**src/rtl/spectrum_bar_meter.sv**
```systemverilog
// spectrum_bar_meter
//   Turns the packed FFT bin magnitudes into 4-bit bar levels for the
//   spectrum display. Bars attack instantly and decay on a timed tick. Peak
//   markers hold for a number of decay ticks before they start to fall.
//   Bins are processed serially, one per clock, so there is only one
//   magnitude datapath.
//
// Ports
//   i_clk          system clock
//   i_rst_n        asynchronous active-low reset
//   i_frame_valid  fft_done level; a rising edge announces a new frame
//   i_freqs        packed bins, bin k = [16k+15:16k], {re[7:0], im[7:0]} signed
//   o_bar          bar level per bin, bin k = [4k+3:4k]
//   o_peak         peak-hold level per bin, bin k = [4k+3:4k]
//   o_update       one-cycle pulse after a frame sweep completes
//   o_busy         high while sweeping (PROC or DECAY)
//   o_overrun      sticky, set when a frame edge had to be dropped
//
// state | meaning
// ------+-------------------------------------------------------------
// IDLE  | waiting for a frame edge, a pending frame or a pending decay
// PROC  | sweeping the frame snapshot, one bin per cycle (attack/peak)
// DONE  | one cycle, raises o_update
// DECAY | sweeping all bins, one bin per cycle (bar/peak decay)
module spectrum_bar_meter #(
  parameter int NUM_BINS     = 16,
  parameter int LVL_SHIFT    = 4,
  parameter int DECAY_CYCLES = 1_000_000,
  parameter int HOLD_TICKS   = 8
) (
  input  logic                    i_clk,
  input  logic                    i_rst_n,
  input  logic                    i_frame_valid,
  input  logic [16*NUM_BINS-1:0]  i_freqs,
  output logic [4*NUM_BINS-1:0]   o_bar,
  output logic [4*NUM_BINS-1:0]   o_peak,
  output logic                    o_update,
  output logic                    o_busy,
  output logic                    o_overrun
);

  localparam int IDX_W  = (NUM_BINS > 1) ? $clog2(NUM_BINS) : 1;
  localparam int CNT_W  = (DECAY_CYCLES > 1) ? $clog2(DECAY_CYCLES) : 1;
  localparam int HOLD_W = (HOLD_TICKS > 0) ? $clog2(HOLD_TICKS + 1) : 1;

  localparam logic [IDX_W-1:0]  LAST_IDX  = IDX_W'(NUM_BINS - 1);
  localparam logic [CNT_W-1:0]  DCNT_MAX  = CNT_W'(DECAY_CYCLES - 1);
  localparam logic [HOLD_W-1:0] HOLD_LOAD = HOLD_W'(HOLD_TICKS);

  typedef enum logic [1:0] {
    S_IDLE  = 2'd0,
    S_PROC  = 2'd1,
    S_DONE  = 2'd2,
    S_DECAY = 2'd3
  } state_t;

  state_t                              state_q, state_d;
  logic [IDX_W-1:0]                    idx_q, idx_d;
  logic                                prev_q, prev_d;
  logic                                rise_q, rise_d;
  logic                                frame_pend_q, frame_pend_d;
  logic                                decay_pend_q, decay_pend_d;
  logic                                overrun_q, overrun_d;
  logic [CNT_W-1:0]                    dcnt_q, dcnt_d;
  logic [NUM_BINS-1:0][15:0]           snap_q, snap_d;
  logic [NUM_BINS-1:0][3:0]            bar_q, bar_d;
  logic [NUM_BINS-1:0][3:0]            peak_q, peak_d;
  logic [NUM_BINS-1:0][HOLD_W-1:0]     hold_q, hold_d;

  // Single magnitude datapath on the currently indexed snapshot bin.
  logic [15:0]       bin_w;
  logic [8:0]        re_ext, im_ext, re_abs, im_abs, mag, mag_sh;
  logic [3:0]        lvl;
  logic [3:0]        cur_bar, cur_peak, new_bar;
  logic [HOLD_W-1:0] cur_hold;
  logic              decay_tick;

  assign bin_w  = snap_q[idx_q];
  // Sign-extend to 9 bits first so that |-128| = 128 does not wrap.
  assign re_ext = {bin_w[15], bin_w[15:8]};
  assign im_ext = {bin_w[7], bin_w[7:0]};
  assign re_abs = re_ext[8] ? (9'd0 - re_ext) : re_ext;
  assign im_abs = im_ext[8] ? (9'd0 - im_ext) : im_ext;
  assign mag    = re_abs + im_abs;
  assign mag_sh = mag >> LVL_SHIFT;
  assign lvl    = (mag_sh > 9'd15) ? 4'd15 : mag_sh[3:0];

  assign cur_bar  = bar_q[idx_q];
  assign cur_peak = peak_q[idx_q];
  assign cur_hold = hold_q[idx_q];
  assign new_bar  = (cur_bar != 4'd0) ? (cur_bar - 4'd1) : 4'd0;

  assign decay_tick = (dcnt_q == DCNT_MAX);

  always_comb begin
    state_d      = state_q;
    idx_d        = idx_q;
    prev_d       = i_frame_valid;
    rise_d       = i_frame_valid & ~prev_q;
    frame_pend_d = frame_pend_q;
    decay_pend_d = decay_pend_q;
    overrun_d    = overrun_q;
    dcnt_d       = decay_tick ? '0 : (dcnt_q + 1'b1);
    snap_d       = snap_q;
    bar_d        = bar_q;
    peak_d       = peak_q;
    hold_d       = hold_q;

    // Edges arriving outside IDLE are coalesced into one pending frame.
    if (rise_q && (state_q != S_IDLE)) begin
      if (frame_pend_q) begin
        overrun_d = 1'b1;
      end
      frame_pend_d = 1'b1;
    end

    case (state_q)
      S_IDLE: begin
        if (rise_q || frame_pend_q) begin
          state_d      = S_PROC;
          snap_d       = i_freqs;
          frame_pend_d = 1'b0;
          idx_d        = '0;
        end else if (decay_pend_q) begin
          state_d      = S_DECAY;
          decay_pend_d = 1'b0;
          idx_d        = '0;
        end
      end

      S_PROC: begin
        if (lvl > cur_bar) begin
          bar_d[idx_q] = lvl;
        end
        if (lvl >= cur_peak) begin
          peak_d[idx_q] = lvl;
          hold_d[idx_q] = HOLD_LOAD;
        end
        if (idx_q == LAST_IDX) begin
          state_d = S_DONE;
        end else begin
          idx_d = idx_q + 1'b1;
        end
      end

      S_DONE: begin
        state_d = S_IDLE;
      end

      S_DECAY: begin
        bar_d[idx_q] = new_bar;
        if (cur_hold != '0) begin
          hold_d[idx_q] = cur_hold - 1'b1;
        end else if (cur_peak > new_bar) begin
          peak_d[idx_q] = cur_peak - 4'd1;
        end
        if (idx_q == LAST_IDX) begin
          state_d = S_IDLE;
        end else begin
          idx_d = idx_q + 1'b1;
        end
      end

      default: begin
        state_d = S_IDLE;
      end
    endcase

    // A tick landing on the same cycle as DECAY entry must survive.
    if (decay_tick) begin
      decay_pend_d = 1'b1;
    end
  end

  always_ff @(posedge i_clk or negedge i_rst_n) begin
    if (!i_rst_n) begin
      state_q      <= S_IDLE;
      idx_q        <= '0;
      prev_q       <= 1'b0;
      rise_q       <= 1'b0;
      frame_pend_q <= 1'b0;
      decay_pend_q <= 1'b0;
      overrun_q    <= 1'b0;
      dcnt_q       <= '0;
      snap_q       <= '0;
      bar_q        <= '0;
      peak_q       <= '0;
      hold_q       <= '0;
    end else begin
      state_q      <= state_d;
      idx_q        <= idx_d;
      prev_q       <= prev_d;
      rise_q       <= rise_d;
      frame_pend_q <= frame_pend_d;
      decay_pend_q <= decay_pend_d;
      overrun_q    <= overrun_d;
      dcnt_q       <= dcnt_d;
      snap_q       <= snap_d;
      bar_q        <= bar_d;
      peak_q       <= peak_d;
      hold_q       <= hold_d;
    end
  end

  assign o_bar     = bar_q;
  assign o_peak    = peak_q;
  assign o_update  = (state_q == S_DONE);
  assign o_busy    = (state_q == S_PROC) || (state_q == S_DECAY);
  assign o_overrun = overrun_q;

endmodule

```
**config.mk**
```make
export PLATFORM = sky130hd
export DESIGN_NAME = spectrum_bar_meter
export DESIGN_NICKNAME = d
export VERILOG_FILES = /design/src/rtl/spectrum_bar_meter.sv
export SDC_FILE = /design/constraint.sdc
export NUM_CORES = 1
export LEC_CHECK = 0
export ABC_AREA = 1
export CAP_MARGIN = 0
export CORE_UTILIZATION = 45
export DETAILED_ROUTE_END_ITERATION = 12
export PLACE_DENSITY_LB_ADDON = 0.25
export SKIP_CTS_REPAIR_TIMING = 1
export SYNTH_ARGS = -nofsm -noshare
export SYNTH_HDL_FRONTEND = slang
export SYNTH_SLANG_ARGS = --single-unit
```
**constraint.sdc**
```tcl
create_clock -name i_clk -period 6.75 [get_ports i_clk]
set_clock_uncertainty 0.2 [all_clocks]
set_input_delay 1.0125 -clock i_clk [delete_from_list [all_inputs] [get_ports i_clk]]
set_output_delay 1.0125 -clock i_clk [all_outputs]
set_load 0.01 [all_outputs]
```
* Word level (Yosys, flattened, before mapping)
Cells that the tools add are included.
** Cells by class
- Add/subtract/negate cells :: 8
- Magnitude comparators :: 6
- Equal/unequal tests :: 15
- Mux-type cells :: 44
- Bitwise logic cells :: 5
- Reduce and logical (&&, ||, !) cells :: 20
** Operators with widths (number)
- two-way mux 64 bit :: 6
- case mux 64 bit (2 select lines) :: 3
- bitwise mux 64 bit :: 5
- binary-select mux 16 bit (select 4 bit) :: 1
- AND 48 bit :: 1
- binary-select mux 4 bit (select 4 bit) :: 3
- inverter 48 bit :: 1
- two-way mux 4 bit :: 9
- adder 20 x 1 -> 20 bit, second input constant :: 1
- equality test 20 bit, second input constant :: 1
- two-way mux 20 bit :: 1
- two-way mux 9 bit :: 2
- != test 2 bit, second input constant :: 9
- subtractor 1 x 8 -> 9 bit, first input constant :: 2
- demux 4 bit (select 4 bit) :: 1
- two-way mux 16 bit :: 1
- OR 16 bit :: 1
- subtractor 4 x 1 -> 4 bit, second input constant :: 3
- adder 9 bit :: 1
- AND reduction 3 bit :: 3
- greater-than comparator 4 bit :: 2
- two-way mux 2 bit :: 4
- case mux 2 bit (4 select lines) :: 1
- case mux 4 bit (2 select lines) :: 1
- other kinds (20) :: 35
** Word-level totals
- Bits in registers :: 479
- Output and inout port bits :: 131
- Logic and storage cells :: 170

* Longest topological paths before layout
- Depth in word-level cells :: 10
- Depth in mapped cells :: 43

* Worst setup path before layout
Ideal clock, no wire load.
- Path type :: register to register
- Start :: register idx_q[0]
- End :: register peak_q, in the netlist o_peak[39]
- Data arrival time :: 5.214 ns
- Path slack :: 1.218 ns
- Cell stages (with the launch flop) :: 32
- Buffers on the path :: 8
- Period minus slack after synthesis :: 5.532 ns
- Cells stage by stage :: dfrtp_1 -> buf_6 -> buf_8 -> buf_6 -> buf_6 -> buf_4 -> buf_2 -> nor2_1 -> o22ai_1 -> a221oi_2 -> ha_1 -> inv_1 -> nor2_1 -> inv_1 -> o41ai_1 -> xnor2_1 -> ha_1 -> inv_1 -> o21ai_0 -> a21oi_1 -> a21boi_0 -> nand3_1 -> clkbuf_1 -> ha_1 -> nand2_1 -> a21oi_1 -> o21ai_1 -> a21oi_4 -> buf_6 -> nand3_4 -> nand2_1 -> o21ai_2
** Between the ends
- Word-level cells in the longest chain between the ends :: 10
- Elaborated cells on any way between the ends :: 37
** Ends and longest elaborated chain
- from (decl) :: RTL line 58 : logic [IDX_W-1:0] idx_q, idx_d;
- from (signal assigned) :: RTL line 191 : idx_q <= idx_d;
- binary-select mux 16 bit (select 4 bit) :: RTL line 78 : assign bin_w = snap_q[idx_q];
- two-way mux 16 bit (not written as such) :: RTL line 78
- subtractor 1 x 8 -> 9 bit (on tied branches) :: RTL line 82, 83
- two-way mux 9 bit (on tied branches) :: RTL line 82, 83
- adder 9 bit :: RTL line 84 : assign mag = re_abs + im_abs;
- greater-than comparator 5 x 4 -> 1 bit :: RTL line 86 : assign lvl = (mag_sh > 9'd15) ? 4'd15 : mag_sh[3:0];
- two-way mux 4 bit :: RTL line 86
- greater-or-equal comparator 4 bit or bitwise mux 64 bit (tied branches) :: RTL line 135, 136
- != test 2 bit (no line) or two-way mux 64 bit (tied branches)
- AND reduction 4 bit (no line) or case mux 64 bit (2 select lines) (tied branches)
- to (signal assigned) :: RTL line 200 : peak_q <= peak_d;
- to (decl) :: RTL line 67 : logic [NUM_BINS-1:0][3:0] peak_q, peak_d;
Several ways; a longest one is shown, not always the timed one. The select of a mux whose other input is x is not followed.
A chain may end at the register's enable or synchronous reset.

* Worst setup path in the final report
- Start :: register idx_q[1]
- End :: register hold_q[24] (netlist bit)
** Between the ends
- Word-level cells in the longest chain between the ends :: 10
- Elaborated cells on any way between the ends :: 30
** Ends and longest elaborated chain
- binary-select mux 16 bit (select 4 bit) :: RTL line 78
- two-way mux 16 bit (not written as such) :: RTL line 78
- subtractor 1 x 8 -> 9 bit (on tied branches) :: RTL line 82, 83
- two-way mux 9 bit (on tied branches) :: RTL line 82, 83
- adder 9 bit :: RTL line 84
- greater-than comparator 5 x 4 -> 1 bit :: RTL line 86
- two-way mux 4 bit :: RTL line 86
- greater-or-equal comparator 4 bit :: RTL line 135 : if (lvl >= cur_peak) begin
- != test 2 bit (no line)
- AND reduction 3 bit (no line)
- to (signal assigned) :: RTL line 201 : hold_q <= hold_d;
- to (decl) :: RTL line 68 : logic [NUM_BINS-1:0][HOLD_W-1:0] hold_q, hold_d;
Several ways; a longest one is shown, not always the timed one. The select of a mux whose other input is x is not followed.

==> run summary <==
Result of the run = finished, final reports clean
Die area = 0.05659 sq mm
Maximum fanout along the worst path = 84
Number of top-level design ports = 390
Setup repair after global routing missed its margin = no
Cell area after layout = 0.03133 sq mm
Final worst hold slack = 0.1555 ns
Ranking of synthesized cells by area = sky130_fd_sc_hd__dfrtp_1 (48%), sky130_fd_sc_hd__nand2_1 (20%), sky130_fd_sc_hd__o21ai_0 (7.5%)
Synthesized area = 0.02504 sq mm
Crit path top cell by count = sky130_fd_sc_hd__nand2_1
Area growth from synthesis to final layout = 25.13%
Num CTS Buffers = 54
Grt total ovfl = 0
Count of H-tree levels built during CTS = 2
Setup TNS = 0 ns
First-pass GRT wire length = 130700 um
Number of filler instances in the final layout = 5099
Cell variety after synth = 47
Detailed-route wire length per cell = 18.84 um
Slowest library cell on the worst path = sky130_fd_sc_hd__dfrtp_4
Number of standard cells after synthesis = 3349
Vertical die dimension = 237.9 um
Clock tree sinks = 479
Final net count = 3938
Worst skew pair latency = 0.61 ns
Startpoint class of the critical path = register
Number of enable flip-flop cells after synthesis = 0
Clk Tree Root Cell = sky130_fd_sc_hd__clkbuf_16
List of most frequent post-synthesis cells = sky130_fd_sc_hd__nand2_1 (1359), sky130_fd_sc_hd__dfrtp_1 (479), sky130_fd_sc_hd__o21ai_0 (373)
Number of optimization iterations in the first detailed-route pass = 6
Maximum clock frequency = 0.1584 GHz
Drt first-iter violations = 2392
Arr. time, crit path = 6.57 ns
Global placement routability congestion = 0.9132
Maximum number of pins on one net before global-route repair = 187
Final Critical Period = 6.315 ns
Asr flop ratio synth = 100.0%
Final antenna-violating net count = 0
Number of failing hold endpoints at the final stage = 0
Post-route worst setup slack = 0.4354 ns
TritonCTS clock tree = done
Number of vias in the routed layout = 24330
Row count = 86
Number of nets produced by synthesis = 3635
Class of the worst hold path = input port to asynchronous set/reset pin
Post-Syn Area per Cell = 7.477 sq um
Maximum Capacitance Violations = 0
Initial core utilization = 45.54%
Yosys warnings = 0
Core area = 0.05499 sq mm
Final WL = 83690 um
Number of max-slew violations in the final report = 0
Initial antenna violation count = 1
Sequential area share after synthesis = 47.87%
# setup viols final = 0
Most frequent cell after synthesis = sky130_fd_sc_hd__nand2_1
Detailed-placement wirelength estimate = 57510 um
Fraction of synthesized cell area taken by the top area cell type = 47.87%
Period utilisation layout = 93.55%
Pre-CTS setup slack = 0.5074 ns
Via count of the first global-routing pass = 23280
Category of the most critical setup path = register to register
IO buf count = 389
Chip Width = 237.9 um
Sort of element at the end of the critical path = register
Combined global-route utilization of all metal layers = 29.45%
Largest area contributor in the netlist = sky130_fd_sc_hd__dfrtp_1
Number of synthesized register bits = 479
Max clock buf depth = 3
DRC violations left = 0
Fraction of layout instances using a drive strength above 1 = 4.846%
Largest stage delay, worst path = 0.66 ns
Main synth FF type = sky130_fd_sc_hd__dfrtp_1
Average via count per standard cell = 5.475
Post-detailed-placement cell area = 0.02945 sq mm
Headroom to the max-slew limit = 9.938%
Slew at the pin with the worst max-slew slack = 1.350 ns
Clock-pin slew on the worst setup and hold paths = 0.07 ns
Endpoint required time on the critical path = 7.01 ns
[kinds of logic (layout without fill, tap and decap cells)]
group	count (synthesis)	in the layout	share of synthesized area (%)
buffers and inverters	323	668	5.572
adders and majority gates	27	27	1.349
other	0	1	0
and+or+nand+nor	1863	1863	30.32
AOI/OAI and AO/OA	635	635	14.12
DFF	479	479	47.87
xor gates and xnor gates	22	22	0.7695
[worst max-delay path: cells and delay by family, from the launching register on]
kind / cells / cell delay (ns)
compound gates: 11 / 2.20
xor+xnor: 1 / 0.17
fa+ha+maj: 3 / 0.91
simple gates: 7 / 0.96
buf+inv: 6 / 0.95
flops: 1 / 0.66
[through the flow]
step | util, % | std cells
CTS | 56.97 | 4442
global placement | 53.56 | 4344
global route | 56.98 | 4443
finish | 56.98 | 4443
floorplan | - | 3349
detailed placement | 53.56 | 4344
[path summary, 6_finish.rpt]
kind | startpoint | endpoint | slack [ns] | cells after the start
max | idx_q[1] | hold_q[24] | 0.44 | 28
min | i_rst_n | snap_q[0] | 0.16 | 1
max reg2reg | idx_q[1] | hold_q[24] | 0.44 | 28
min reg2reg | prev_q | rise_q | 0.20 | 1
max in group asynchronous | i_rst_n | o_peak[51] | 4.57 | 2
min in group i_clk | prev_q | rise_q | 0.20 | 1
[flip-flops by register name, summed over array words and instances, names as in the netlist]
signal	cells
o_peak	64
o_bar	64
frame_pend_q	1
state_q	2
idx_q	4
rise_q	1
o_overrun	1
decay_pend_q	1
prev_q	1
hold_q	64
snap_q	256
dcnt_q	20
[placed cells by master, fill, tap and decap left out, types with 3 or more instances in the layout]
cell type and instances:
sky130_fd_sc_hd__a21oi_1 31, sky130_fd_sc_hd__clkdlybuf4s50_1 388, sky130_fd_sc_hd__inv_1 128, sky130_fd_sc_hd__buf_4 37, sky130_fd_sc_hd__o21a_1 64, sky130_fd_sc_hd__o21ai_0 373
sky130_fd_sc_hd__clkbuf_1 11, sky130_fd_sc_hd__clkbuf_8 15, sky130_fd_sc_hd__o21ai_1 51, sky130_fd_sc_hd__nor2_2 11, sky130_fd_sc_hd__nor2_4 3, sky130_fd_sc_hd__nand3_4 13
sky130_fd_sc_hd__nor2_1 264, sky130_fd_sc_hd__clkbuf_16 55, sky130_fd_sc_hd__nor4_1 6, sky130_fd_sc_hd__nand4_1 58, sky130_fd_sc_hd__dfrtp_1 477, sky130_fd_sc_hd__bufinv_16 6
sky130_fd_sc_hd__o22ai_1 102, sky130_fd_sc_hd__ha_1 27, sky130_fd_sc_hd__nand2_1 1358, sky130_fd_sc_hd__nand3_1 129, sky130_fd_sc_hd__clkinv_1 4, sky130_fd_sc_hd__xnor2_1 6
sky130_fd_sc_hd__xor2_1 15, sky130_fd_sc_hd__buf_12 7, sky130_fd_sc_hd__inv_6 6, sky130_fd_sc_hd__nor3_1 10, sky130_fd_sc_hd__clkinv_2 8
[per-layer routing]
metal,up-vias,GRT usage [%],part of all wire (%)
met2,1093,48.04,47
met1,11490,39.28,41
met4,0,11.44,3.7
met5,-,0,0
met3,193,4.766,7.6
li1,11550,-,-
[layout make-up]
type	instances	area (sq um)	share of cell area (%)
well taps	748	935.9	2.987
flip-flops and latches	479	11990	38.28
clock inverters	17	250.2	0.7987
multi-input cells	2547	11670	37.26
inverters	136	521.8	1.665
diodes	1	2.502	0.007987
repair buffers	434	4328	13.81
clock buffers	81	1624	5.184
Power is left out: the tool's default activity adds up to more than one toggle a clock period on the data nets, which glitch-free logic cannot reach.
